## config.mk

```make
export PLATFORM = sky130hd
export DESIGN_NAME = univ_shift_reg
export DESIGN_NICKNAME = d
export VERILOG_FILES = /design/src/rtl/univ_shift_reg_pkg.sv /design/src/rtl/univ_shift_reg.sv
export SDC_FILE = /design/constraint.sdc
export NUM_CORES = 1
export LEC_CHECK = 0
export ABC_AREA = 1
export BUFFER_PORTS_ARGS = -buffer_cell sky130_fd_sc_hd__buf_4
export CORE_MARGIN = 1
export CORE_UTILIZATION = 50
export CTS_CLUSTER_DIAMETER = 80
export DETAILED_ROUTE_END_ITERATION = 12
export PLACE_DENSITY = 0.76
export REMOVE_ABC_BUFFERS = 1
export SLEW_MARGIN = 20
export SYNTH_ARGS = -nofsm -noshare
export SYNTH_HDL_FRONTEND = slang
export SYNTH_SLANG_ARGS = --single-unit
```

## constraint.sdc

```tcl
create_clock -name clk -period 1.3 [get_ports clk]
set_input_delay 0 -clock clk [delete_from_list [all_inputs] [get_ports clk]]
set_output_delay 0 -clock clk [all_outputs]
set_load 0.02 [all_outputs]
```

## src/rtl/univ_shift_reg_pkg.sv

```systemverilog
// Shared types and the single-step shift helper for the universal shift register.
package usr_pkg;

    // Command opcodes; encoding 3'd7 is unused and is executed as NOP.
    typedef enum logic [2:0] {
        NOP  = 3'd0,
        SHL  = 3'd1,
        SHR  = 3'd2,
        ROL  = 3'd3,
        ROR  = 3'd4,
        ASR  = 3'd5,
        LOAD = 3'd6
    } op_e;

    // Control states: only IDLE accepts commands.
    typedef enum logic {
        IDLE = 1'b0,
        RUN  = 1'b1
    } state_e;

    // Widest register the helper function supports.
    localparam int MAX_W = 64;

    // Result of one step: new register value (zero-extended) and the bit that left.
    typedef struct packed {
        logic [MAX_W-1:0] q;
        logic             sout;
    } step_t;

    // One single-bit shift/rotate step on the low 'width' bits of q.
    // Bits above 'width' in the result are always zero. Non-shift ops return q unchanged.
    function automatic step_t shiftStep(input op_e op, input logic [MAX_W-1:0] q,
                                        input int width, input logic din);
        step_t            res;
        logic [MAX_W-1:0] mask;
        logic [MAX_W-1:0] dinExt;
        logic             msb;
        logic             lsb;
        mask   = (64'd1 << width) - 64'd1;
        dinExt = {63'd0, din};
        msb    = q[width-1];
        lsb    = q[0];
        res.q    = q;
        res.sout = 1'b0;
        case (op)
            SHL: begin
                res.q    = ((q << 1) | dinExt) & mask;
                res.sout = msb;
            end
            SHR: begin
                res.q    = (q >> 1) | (dinExt << (width - 1));
                res.sout = lsb;
            end
            ROL: begin
                res.q    = ((q << 1) | {63'd0, msb}) & mask;
                res.sout = msb;
            end
            ROR: begin
                res.q    = (q >> 1) | ({63'd0, lsb} << (width - 1));
                res.sout = lsb;
            end
            ASR: begin
                res.q    = (q >> 1) | ({63'd0, msb} << (width - 1));
                res.sout = lsb;
            end
            default: begin
                res.q    = q;
                res.sout = 1'b0;
            end
        endcase
        return res;
    endfunction

endpackage

```

## src/rtl/univ_shift_reg.sv

```systemverilog
// Universal shift register: LOAD in one edge, shift/rotate ops executed one bit per clock.
module univ_shift_reg
    import usr_pkg::*;
#(
    parameter int WIDTH = 8,
    parameter int CNT_W = $clog2(WIDTH + 1)
) (
    input  logic             clk,
    input  logic             reset_n,
    input  logic             start,
    input  logic [2:0]       op,
    input  logic [CNT_W-1:0] count,
    input  logic             din,
    input  logic [WIDTH-1:0] pdata,
    output logic [WIDTH-1:0] q,
    output logic             sout,
    output logic             busy,
    output logic             done
);

    state_e           r_state;
    state_e           w_nextState;
    op_e              r_op;
    logic [CNT_W-1:0] r_cnt;
    logic [WIDTH-1:0] r_q;
    logic             r_sout;
    logic             r_done;

    op_e              w_op;
    logic             w_accept;
    logic             w_isShift;
    logic             w_lastStep;
    logic [MAX_W-1:0] w_qExt;
    step_t            w_step;
    logic             w_unused;

    assign w_op       = op_e'(op);
    assign w_accept   = start && (r_state == IDLE);
    assign w_isShift  = (w_op == SHL) || (w_op == SHR) || (w_op == ROL) ||
                        (w_op == ROR) || (w_op == ASR);
    assign w_lastStep = (r_cnt == CNT_W'(1));

    // Zero-extend the register so the package helper can work at its fixed width.
    always_comb begin
        w_qExt = '0;
        w_qExt[WIDTH-1:0] = r_q;
    end

    assign w_step   = shiftStep(r_op, w_qExt, WIDTH, din);
    assign w_unused = ^w_step.q;

    // State register.
    always_ff @(posedge clk or negedge reset_n) begin
        if (!reset_n) begin
            r_state <= IDLE;
        end else begin
            r_state <= w_nextState;
        end
    end

    // Next state: enter RUN only for a real multi-step command, leave after the last step.
    always_comb begin
        w_nextState = r_state;
        case (r_state)
            IDLE: begin
                if (w_accept && w_isShift && (count != '0)) begin
                    w_nextState = RUN;
                end
            end
            RUN: begin
                if (w_lastStep) begin
                    w_nextState = IDLE;
                end
            end
            default: w_nextState = IDLE;
        endcase
    end

    // Outputs: busy follows RUN directly, the rest come from datapath registers.
    always_comb begin
        busy = (r_state == RUN);
        done = r_done;
        q    = r_q;
        sout = r_sout;
    end

    // Datapath: command capture in IDLE, one step per edge in RUN, done pulse one cycle after finishing.
    always_ff @(posedge clk or negedge reset_n) begin
        if (!reset_n) begin
            r_q    <= '0;
            r_sout <= 1'b0;
            r_done <= 1'b0;
            r_op   <= NOP;
            r_cnt  <= '0;
        end else begin
            r_done <= 1'b0;
            if (r_state == IDLE) begin
                if (w_accept) begin
                    if (w_op == LOAD) begin
                        r_q    <= pdata;
                        r_done <= 1'b1;
                    end else if (w_isShift && (count != '0)) begin
                        r_op  <= w_op;
                        r_cnt <= count;
                    end else begin
                        r_done <= 1'b1;
                    end
                end
            end else begin
                r_q    <= w_step.q[WIDTH-1:0];
                r_sout <= w_step.sout;
                r_cnt  <= r_cnt - CNT_W'(1);
                if (w_lastStep) begin
                    r_done <= 1'b1;
                end
            end
        end
    end

endmodule

```

; ---- Word level (Yosys, flattened, before mapping)
; Index checks and enable logic that the tools add are counted.
[word_totals]
register_bits = 18
latchBits = 0
ram_bits = 0
mem_bits_ro = 0
in_bits = 19
out_inout_bits = 11
elab_cells = 59
mem_count = 0
[op_classes]
n_addsub = 1
n_mul = 0
div = 0
n_lt_le_gt_ge = 0
n_eq_ne = 14
n_shift = 0
mux = 16
n_bitwise = 7
reduce_logical = 15
[op_table]
columns = cell, n
row1 = 9-bit case mux with 5 select lines, 1
row2 = 8-bit 2-to-1 mux, 3
row3 = 7-bit by 8-bit OR with 8-bit output, 3
row4 = 4-bit 2-to-1 mux, 4
row5 = 8-bit by 1-bit OR with 8-bit output, 2
row6 = 3-bit equality test (second input constant), 5
row7 = 3-bit by 2-bit equality test with 1-bit output (second input constant), 4
row8 = 1-bit 2-to-1 mux, 7
row9 = 3-bit by 1-bit equality test with 1-bit output (second input constant), 2
row10 = 6-bit by 1-bit != test with 1-bit output (second input constant), 1
row11 = 3-bit AND reduction, 2
row12 = 2-bit nonzero test, 3
row13 = 4-bit by 1-bit equality test with 1-bit output (second input constant), 1
row14 = 1-bit logical AND, 4
row15 = 1-bit logical OR, 4
row16 = 4-bit AND reduction, 1
row17 = 4-bit nonzero test, 1
row18 = 4-bit by 1-bit subtractor with 4-bit output (second input constant), 1
row19 = 2-bit != test (second input constant), 1
row20 = 1-bit inverter, 2
row21 = 1-bit case mux with 2 select lines, 1

; ---- Depth between registers and ports, before layout
[depth]
ltp_word = 10
depth_mapped = 9
mapped_depth_nobuf = 9

; ---- Worst setup path before layout
; OpenSTA, ideal clock, no wires.
[synth_path]
path_type = reg2reg
from = register r_state (netlist: busy)
to = register r_q[6] (netlist: q[6])
setup_time_ns = 0.117
arrival_time_ns = 1.080
t_required_ns = 1.183
path_slack_ns = 0.102
stages_incl_launch_ff = 5
n_path_buf = 1
period_less_slack_ns = 1.198
path_cell_list = dfrtp_1 > buf_2 > or2_2 > nand3_1 > nand2_1
[synth_via]
elab_chain_len = 4
word_cells_on_any_way = 7
classes_between = eq/ne: 1 / mux: 1 / bitwise: 1 / reduce/logical: 4
[synth_rtl]
columns = item, line_no
row1 = "start, declared", univ_shift_reg.sv:21  ; state_e r_state;
row2 = "start signal, assigned", univ_shift_reg.sv:57  ; r_state <= w_nextState;
row3 = 1-bit inverter (no line), --
row4 = 1-bit logical AND, univ_shift_reg.sv:38  ; assign w_accept = start && (r_state == IDLE);
row5 = 2-bit nonzero test (no line), --
row6 = 3-bit AND reduction (no line), --
row7 = "end signal, assigned", univ_shift_reg.sv:100  ; r_q <= pdata;
row8 = "end signal, assigned", univ_shift_reg.sv:110  ; r_q <= w_step.q[WIDTH-1:0];
row9 = "end, declared", univ_shift_reg.sv:25  ; logic [WIDTH-1:0] r_q;
; Parallel ways exist; a longest one is shown, timed or not.
; A chain may end at the register's enable or synchronous reset.

; ---- Worst setup path after layout
[layout_path]
from = register r_state (netlist: busy)
to = register r_q[3] (netlist: q[3])
; The elaborated chain is that of the path after synthesis.

==> flow_summary.yaml <==
drt:
  drc: 0
  dr.pass1.iters: 6
  drt_iter0_markers: 19
  wl_per_cell_um: 12.02
  ant_nets: 0
  vias: 1231
  viasPerCell: 5.108
  wirelength_um: 2898
grt:
  grt_max_degree: 19
  grt_pass1_wl_um: 4754
  grt_use_total: 0.2502
  grt_pass1_vias: 1206
  antenna_found_initial: 0
  gr-total-overflow: 0
sta:
  hold_violations: 0
  slew_viol_final: 0
  setup_viol: 0
  relSlewSlack: 0.8322
  setup_tns_ns: 0
  tightest_slew_ns: 0.2517
  fmax_mhz: 829.0
  rsz0062_at_grt: "no"
  fin_crit_ns: 1.206
  clock_skew_ns: 0.003118
  timing.hold.ws_ns: 0.002889
  min_period_over_period: 0.9279
setup_path:
  cp_max_fo: 15
  r2r-end: "q[3]"
  path_delay_family: "flip-flops"
  cpMaxStageDelayCell: "dfrtp_1"
  critPathMaxStageDelay_ns: 0.44
  ff2ff_setup_slack_ns: 0.09
  worstSetupPathType: "reg -> reg"
  r2r_start: "busy"
  ff2ff_path_depth: 6
  crit_buf_inv: 2
  arrival_ns: 1.40
  critPathLaunchType: "flop"
  worst-path-stages: 6
  worstPathCellList: "buf_4 > nand2_2 > nand2_4 > clkinv_4 > nand2_1 > o21ai_1"
  end_kind: "flop"
  critical_path_required_ns: 1.50
min_path:
  min_from: "pdata[1]"
  hp-class: "in -> reg"
  hold_path_end: "q[1]"
  min_delay_path_depth: 4
layout:
  diodes: 0
  stdcell_area_mm2: 0.001569
  nets: 235
  drive_gt1_frac: 0.2817
  area_growth_pct: 35.27
synth:
  ys_ff_latch: 18
  avgSynthCellArea_um2: 6.904
  yosysTopAreaCell: "dfrtp_1"
  syn_inst: 168
  synth_area_leaders: "dfrtp_1, nand2_1, nand3_1"
  ys_seq_area_frac: 0.3883
  yosysMostFrequentCell: "nand2_1"
  synth_edf_count: 0
  ys.flop_type: "dfrtp_1"
  yosys_warnings: 0
  async_flop_share: 1.000
  synth_top_area_frac: 0.3883
  synth.distinct_cells: 25
  synth_common_cells: "nand2_1, nand3_1, dfrtp_1, inv_1, nor2_1"
  syn_area_mm2: 0.001160
floorplan:
  num_rows: 17
  die-area_mm2: 0.002517
  core_mm2: 0.002191
  start_util: 0.5294
  die_h_um: 50.17
  fp.dieW_um: 50.17
  ios: 30
power:
  powerDensity_mw_per_mm2: 2353
  pwr-share-comb: 0.599
  clockPowerShare: 0.098
  switching_share: 0.4828
  vdd_drop_max_mv: 1.300
  p_seq_frac: 0.303
  p_switching_mw: 1.782
  p_leak_nw: 0.8397
  power_mw: 3.692
  p_int_mw: 1.910
place:
  place_area_mm2: 0.001428
  place.gp.congestion: 0.8030
  port_buffers: 29
  place_hpwl_um: 1936
clocking:
  cts.clk_slew.worst_paths_ns: 0.11
  htree_levels: 1
  cts.sinks: 18
  cts_root_buf: "clkbuf_4"
  clock_path_buffers: 2
  cts_tree: "yes"
  cts_inserted_buffers: 3
  worst_skew_pair.late_latency_ns: 0.30
flow_run:
  max_cap_viol_count: 0
run_status:
  run_status: "completed"
[routing by layer]
layer / global-route usage / wire, um
met3: 0.03636 / 122
met5: 0 / 0
met4: 0.1143 / 46
met2: 0.4422 / 1420
met1: 0.2948 / 1308
[power by group through the flow]
stage / clock [mW] / combinational, mW / sequential [mW]
2_1_floorplan: 0 / 1.26 / 1.27
3_5_place_dp: 0 / 2.09 / 1.12
5_1_grt: 0.394 / 2.51 / 1.14
4_1_cts: 0.365 / 2.12 / 1.11
6_report: 0.363 / 2.21 / 1.12
3_3_place_gp: 0 / 2.06 / 1.11
[registers in the layout, summed over array words and instances (netlist names)]
signal  count
done        1
r_cnt       4
r_op        3
busy        1
sout        1
q           8
[repair_timing]
action                                  4_1_cts  5_1_grt
gates resized for setup                       0        1
setup buffers                                 0        3
hold endpoints to repair                     25        0
endpoints found under the setup margin        0        3
hold buffers                                  8        0
[stage by stage]
step | util | setup slack [ns] | std cells
final | 0.7162 | 0.09373 | 241
after global routing | 0.7162 | 0.004361 | 241
after floorplan | - | -0.1419 | 165
after detailed placement | 0.6516 | 0.1171 | 226
after global placement | 0.6516 | 0.1409 | 226
after CTS | 0.7047 | 0.1049 | 238
[worst max-delay path by stage]
stage,start,end
final,busy,q[3]
after global routing,r_op[2],q[7]
after CTS,busy,q[3]
after detailed placement,busy,q[3]
after global placement,r_op[1],q[3]
after floorplan,busy,q[3]
[logic make-up (layout without fill, tap and decap cells)]
logic type                 Yosys count  count (layout)  share of synthesized area
and+or+nand+nor                    111             111                     0.4326
buffers and inverters               21              66                    0.07551
DFF                                 18              18                     0.3883
AOI/OAI and AO/OA                   15              15                    0.07443
adders and majority gates            2               2                    0.02157
xor gates and xnor gates             1               1                   0.007553
[layout make-up]
type	instances	area, um^2
fillers	181	621.8
inverters	18	72.57
repair buffers	44	350.3
well taps	28	35.03
flip-flops and latches	18	450.4
multi-input cells	129	624.3
clock buffers	4	36.28
[layout by cell type (no fill, tap or decap)]
cell type,Yosys,routed
a21boi_0,1,1
a21oi_1,3,3
a21oi_2,1,1
a31oi_1,1,1
buf_4,0,36
clkbuf_4,0,3
clkbuf_8,0,1
clkinv_4,1,1
dfrtp_1,18,18
dlygate4sd3_1,0,8
ha_1,2,1
ha_2,0,1
inv_1,12,12
inv_2,5,5
nand2_1,61,61
nand2_2,5,5
nand2_4,1,1
nand3_1,19,19
nand4_1,2,2
nand4_2,1,1
nor2_1,12,12
nor2_4,1,1
nor3_1,2,2
o21ai_0,5,5
o21ai_1,3,3
o21ai_2,1,1
or2_1,4,4
or2_2,3,3
xor2_1,1,1
[worst reg2reg max path: stages (launching register included)]
cell and delay [ns]:
dfrtp_1 0.44, buf_4 0.24, nand2_2 0.10, nand2_4 0.11, clkinv_4 0.09, nand2_1 0.06
o21ai_1 0.06
(Power assumes the default switching activity.)
